--- src/rtl/lsb_mem_port_pkg.sv ---
// Shared encodings for the load/store-buffer memory port: FSM states,
// IO address tag and access-length codes.
package lsb_mem_port_pkg;

  typedef enum logic [1:0] {
    ST_IDLE  = 2'd0,
    ST_READ  = 2'd1,
    ST_WRITE = 2'd2,
    ST_DONE  = 2'd3
  } state_e;

  localparam logic [1:0] IO_TAG    = 2'b11;
  localparam int         IO_HI_DEF = 17;

  localparam logic [2:0] LEN_B = 3'd1;
  localparam logic [2:0] LEN_H = 3'd2;
  localparam logic [2:0] LEN_W = 3'd4;

  // Anything other than a byte or halfword access is handled as a word.
  function automatic logic [2:0] norm_len(input logic [31:0] len);
    case (len)
      32'd1:   return LEN_B;
      32'd2:   return LEN_H;
      default: return LEN_W;
    endcase
  endfunction

endpackage

--- src/rtl/lsb_mem_port.sv ---
// Responder for load/store-buffer requests: runs 1/2/4-byte accesses
// byte-serially on the 8-bit RAM/IO port and returns a completion pulse.
//
// state  | meaning
// IDLE   | waiting for a request; store wins over load
// READ   | issuing addresses and collecting bytes into little-endian lanes
// WRITE  | issuing bytes; stalls while an IO store sees io_buffer_full
// DONE   | one-cycle cooldown after the completion pulse, no acceptance
module lsb_mem_port
  import lsb_mem_port_pkg::*;
#(
  parameter int ADDR_W = 32,
  parameter int DATA_W = 32,
  parameter int IO_HI  = IO_HI_DEF
) (
  input  logic              clk_in,
  input  logic              rst_in,
  input  logic              rdy_in,
  input  logic              clear,
  input  logic              data_r_en,
  input  logic              data_w_en,
  input  logic [ADDR_W-1:0] data_addr,
  input  logic [DATA_W-1:0] data_val,
  input  logic [31:0]       data_len,
  output logic              LSB_en_o,
  output logic [DATA_W-1:0] LSB_data_o,
  input  logic [7:0]        mem_din,
  output logic [7:0]        mem_dout,
  output logic [ADDR_W-1:0] mem_a,
  output logic              mem_wr,
  input  logic              io_buffer_full,
  output logic              busy
);

  state_e            state_q;
  logic [ADDR_W-1:0] addr_q;
  logic [DATA_W-1:0] val_q;
  logic [2:0]        len_q;
  logic [2:0]        issued_q;
  logic              io_q;
  logic [DATA_W-1:0] rdata_q;
  logic [DATA_W-1:0] rdata_d;

  logic              en_q;
  logic [DATA_W-1:0] data_o_q;
  logic [ADDR_W-1:0] mem_a_q;
  logic [7:0]        mem_dout_q;
  logic              mem_wr_q;
  logic              busy_q;

  logic              req_io;
  logic              last_issued;
  logic [ADDR_W-1:0] next_addr;
  logic [7:0]        wr_byte;
  logic [1:0]        rd_lane;

  assign req_io      = (data_addr[IO_HI -: 2] == IO_TAG);
  assign last_issued = (issued_q == len_q);
  assign next_addr   = addr_q + ADDR_W'(issued_q);
  assign wr_byte     = val_q[{issued_q[1:0], 3'b000} +: 8];
  // Byte arriving now belongs to the address issued one edge earlier;
  // issued_q==4 wraps to lane 3 through the 2-bit subtraction.
  assign rd_lane     = issued_q[1:0] - 2'd1;

  always_comb begin
    rdata_d = rdata_q;
    rdata_d[{rd_lane, 3'b000} +: 8] = mem_din;
  end

  always_ff @(posedge clk_in) begin
    if (!rst_in) begin
      state_q    <= ST_IDLE;
      addr_q     <= '0;
      val_q      <= '0;
      len_q      <= '0;
      issued_q   <= '0;
      io_q       <= 1'b0;
      rdata_q    <= '0;
      en_q       <= 1'b0;
      data_o_q   <= '0;
      mem_a_q    <= '0;
      mem_dout_q <= '0;
      mem_wr_q   <= 1'b0;
      busy_q     <= 1'b0;
    end else if (rdy_in) begin
      case (state_q)
        ST_IDLE: begin
          en_q     <= 1'b0;
          mem_wr_q <= 1'b0;
          if (data_w_en) begin
            if (!(req_io && io_buffer_full)) begin
              addr_q     <= data_addr;
              val_q      <= data_val;
              len_q      <= norm_len(data_len);
              io_q       <= req_io;
              issued_q   <= 3'd1;
              mem_a_q    <= data_addr;
              mem_dout_q <= data_val[7:0];
              mem_wr_q   <= 1'b1;
              busy_q     <= 1'b1;
              state_q    <= ST_WRITE;
            end
          end else if (data_r_en && !clear) begin
            addr_q   <= data_addr;
            val_q    <= data_val;
            len_q    <= norm_len(data_len);
            io_q     <= req_io;
            issued_q <= 3'd1;
            rdata_q  <= '0;
            mem_a_q  <= data_addr;
            busy_q   <= 1'b1;
            state_q  <= ST_READ;
          end
        end

        ST_READ: begin
          if (clear) begin
            busy_q  <= 1'b0;
            state_q <= ST_IDLE;
          end else begin
            rdata_q <= rdata_d;
            if (last_issued) begin
              en_q     <= 1'b1;
              data_o_q <= rdata_d;
              state_q  <= ST_DONE;
            end else begin
              mem_a_q  <= next_addr;
              issued_q <= issued_q + 3'd1;
            end
          end
        end

        ST_WRITE: begin
          if (last_issued) begin
            mem_wr_q <= 1'b0;
            en_q     <= 1'b1;
            data_o_q <= '0;
            state_q  <= ST_DONE;
          end else if (io_q && io_buffer_full) begin
            mem_wr_q <= 1'b0;
          end else begin
            mem_a_q    <= next_addr;
            mem_dout_q <= wr_byte;
            mem_wr_q   <= 1'b1;
            issued_q   <= issued_q + 3'd1;
          end
        end

        ST_DONE: begin
          en_q     <= 1'b0;
          busy_q   <= 1'b0;
          issued_q <= '0;
          state_q  <= ST_IDLE;
        end

        default: begin
          en_q     <= 1'b0;
          mem_wr_q <= 1'b0;
          busy_q   <= 1'b0;
          state_q  <= ST_IDLE;
        end
      endcase
    end
  end

  assign LSB_en_o   = en_q;
  assign LSB_data_o = data_o_q;
  assign mem_a      = mem_a_q;
  assign mem_dout   = mem_dout_q;
  assign mem_wr     = mem_wr_q;
  assign busy       = busy_q;

endmodule

--- config.mk ---
export PLATFORM = sky130hd
export DESIGN_NAME = lsb_mem_port
export DESIGN_NICKNAME = d
export VERILOG_FILES = /design/src/rtl/lsb_mem_port_pkg.sv /design/src/rtl/lsb_mem_port.sv
export SDC_FILE = /design/constraint.sdc
export NUM_CORES = 1
export LEC_CHECK = 0
export ABC_AREA = 0
export BUFFER_PORTS_ARGS = -buffer_cell sky130_fd_sc_hd__buf_2
export CORE_MARGIN = 1
export CORE_UTILIZATION = 49
export DETAILED_ROUTE_END_ITERATION = 10
export PLACE_DENSITY = 0.76
export SLEW_MARGIN = 20
export SYNTH_ARGS = -nofsm -noshare
export SYNTH_HDL_FRONTEND = slang
export SYNTH_SLANG_ARGS = --single-unit
--- constraint.sdc ---
create_clock -name clk_in -period 2.9 [get_ports clk_in]
set_input_delay 0.725 -clock clk_in [delete_from_list [all_inputs] [get_ports clk_in]]
set_output_delay 0.725 -clock clk_in [all_outputs]
set_load 0.01 [all_outputs]
==> impl_results.md <==
- Largest net degree at the start of global routing: 67
- GP Congestion: 0.8576
- Hold WC Path Type: reg -> reg
- CTS H-tree lvls: 4
- DRC Markers: 0
- Post-CTS Setup Bufs: 0
- Global route total overflow: 0
- N_diodes: 0
- Crit path cell chain: ha_1 -> o211ai_1 -> nor4_1 -> a31o_2 -> a21oi_1 -> o31ai_1
- Crit path max fanout: 8
- Vias in the first global route: 7,429
- Share of the synthesized area in the top cell type: 42.30%
- Slowest CP cell: nor4_1
- Final hold vios: 0
- Tot GR Track Use: 25.40%
- Dpl cell area: 0.009623 mm²
- RSZ-0062 raised after global routing: no
- Max transition margin: 47.57%
- Setup Total Neg Slack: 0 ps
- Crit Path Category: reg -> reg
- Max cap viols: 0
- Wire length of the first global-routing pass: 36,420 µm
- Die ar.: 0.01792 mm²
- Register area share after synthesis: 42.30%
- Die Y-Extent: 133.9 µm
- Worst-case hold slack: 445.5 ps
- Initial antenna violation count: 1
- Post-synth EDFFs: 0
- First drt pass iteration count: 5
- Synth top area cells: dfxtp_1, a21oi_1, nand2_1
- Fraction of registers with async set/reset: 0%
- Top FF cell, synth: dfxtp_1
- Post-route core utilization: 60.56%
- Final-report setup violation count: 0
- Initial core utilization: 50.83%
- IO buf count: 185
- CTS Buf Count: 17
- CTS tree: yes
- Outcome: finished, final reports clean
- Clk_skew: 8.531 ps
- I/O pin total: 186
- Final period util: 83.67%
- Critical Path Max Stage Delay: 730 ps
- Placed insts: 1,423
- Share of post-route cells with drive strength above 1: 22.04%
- DP HPWL: 15,540 µm
- Static leakage: 3.961 nW
- Most frequent cells in the layout: nand2_1, a21oi_1, buf_2
- NumNets Final: 1,348
- Power Density: 588.8 mW/mm²
- Initial DRC count: 590
- CP arrival: 2770 ps
- Cell at the root of the clock tree: clkbuf_16
- Area Growth Syn to Fin: 19.14%
- Vias post-DR: 8,151
- Fin. max-slew vios: 0
- Maximum clock frequency: 0.4121 GHz
- Post-Syn Area: 0.008519 mm²
- Syn_area_per_cell: 7.925 µm²
- Data required time of the worst path: 3240 ps
- DRT antenna net count: 0
- Core box area: 0.01676 mm²
- Worst-path clk slew: 70 ps
- Commonest non-fill, non-tap cell in the layout: nand2_1
- Width of the die: 133.9 µm
- Maximum VDD drop: 0.0004785 V
- PostCTS Resize Cnt: 0
- Final Non-Filler Cells: 1,454
- Clock sink count: 180
- Worst setup EP type: flop
- WL final: 22,690 µm
- Top cell type by total area after synthesis: dfxtp_1
- DR WL/cell: 15.61 µm
- Hold-fix buffers, CTS: 0
- Routed vias/inst: 5.606
- Final min period: 2426 ps
- Post-route cell area: 0.01015 mm²
- Tightest Pin Transition: 780.4 ps
- FF+latch count, synth: 180
- Clock Path Buffers: 2
- # rows: 47
- Mapped Cells: 1,075
- Synth warnings: 0
- Post-synth cell types: 56
- Clock latency on the worst-skew pair: 430 ps
- Crit path launch type: flop
- Mapped Nets: 1,201
==> report_power, final <==
group | switching, mW | internal, mW | total (mW)
registers | 0.111 | 2.62 | 2.74
logic | 0.699 | 0.429 | 1.13
clock network | 0.993 | 1.12 | 2.11
==> worst paths after layout <==
kind,start,end,slack [ps],depth (start not counted)
min,LSB_data_o[26]$_SDFFE_PN0P_,LSB_data_o[26]$_SDFFE_PN0P_,450,2
max reg2reg,issued_q[2]$_SDFFE_PN0P_,mem_a[27]$_SDFFE_PN0P_,470,6
min reg2reg,LSB_data_o[26]$_SDFFE_PN0P_,LSB_data_o[26]$_SDFFE_PN0P_,450,2
max,issued_q[2]$_SDFFE_PN0P_,mem_a[27]$_SDFFE_PN0P_,470,6
==> state kept, by name (all words and copies together), names as in the netlist <==
register	count
rdata_q	32
state_q	2
LSB_en_o	1
LSB_data_o	32
io_q	1
mem_a	32
mem_wr	1
val_q	32
issued_q	3
busy	1
mem_dout	8
len_q	3
addr_q	32
==> kinds of logic (layout without fill, tap and decap cells) <==
family,after synthesis,in the layout,synth area share (%)
buf+inv,95,254,4.523
fa+ha+maj,15,15,2.291
mux,32,32,5.081
simple gates,467,467,25.53
xor+xnor,24,24,2.467
compound gates,262,262,17.81
flops,180,180,42.30
==> routing by layer <==
| layer | vias up | routed length [µm] | global-route usage, % |
|---|---|---|---|
| met1 | 3805 | 10260 | 33.54 |
| met3 | 37 | 1349 | 5.329 |
| li1 | 4027 | - | - |
| met4 | 0 | 446 | 8.838 |
| met5 | - | 0 | 0 |
| met2 | 282 | 10640 | 41.08 |
==> synth_stat cells, types with 5 or more instances <==
master / number
nand4_1: 20
nor2b_1: 35
mux4_2: 8
a21oi_1: 188
dfxtp_1: 180
mux2_2: 10
nor4_1: 19
or3_1: 33
buf_2: 12
a211o_1: 9
nand3_1: 34
nor3_1: 7
xor2_1: 9
buf_1: 9
mux2i_1: 14
ha_1: 14
inv_1: 11
o211ai_1: 13
o31ai_1: 5
o21ai_0: 15
nand2b_1: 6
clkbuf_1: 58
nand2_1: 192
nor2_1: 101
xnor2_1: 15
==> per-stage QoR <==
stage	total power [mW]	setup slack, ps
after detailed placement	3.906	364.1
after global routing	6.244	350.6
after floorplan	3.503	204.2
after global placement	3.889	431.7
after CTS	6.001	515.6
final	5.977	473.7
==> cell type report <==
| cell class | instances | area [µm²] |
|---|---|---|
| flip-flops and latches | 180 | 3603 |
| clock buffers | 21 | 450.4 |
| repair buffers | 211 | 1159 |
| clock inverters | 10 | 76.32 |
| fillers | 1554 | 6610 |
| inverters | 12 | 47.55 |
| multi-input cells | 800 | 4538 |
| well taps | 220 | 275.3 |
==> worst max-delay path: cells and delay by family (launching register included) <==
kind,cells,cell delay (ps)
compound gates,4,880
fa+ha+maj,1,370
flops,1,360
simple gates,1,730
Note: power is estimated with default switching activity, not from simulation.
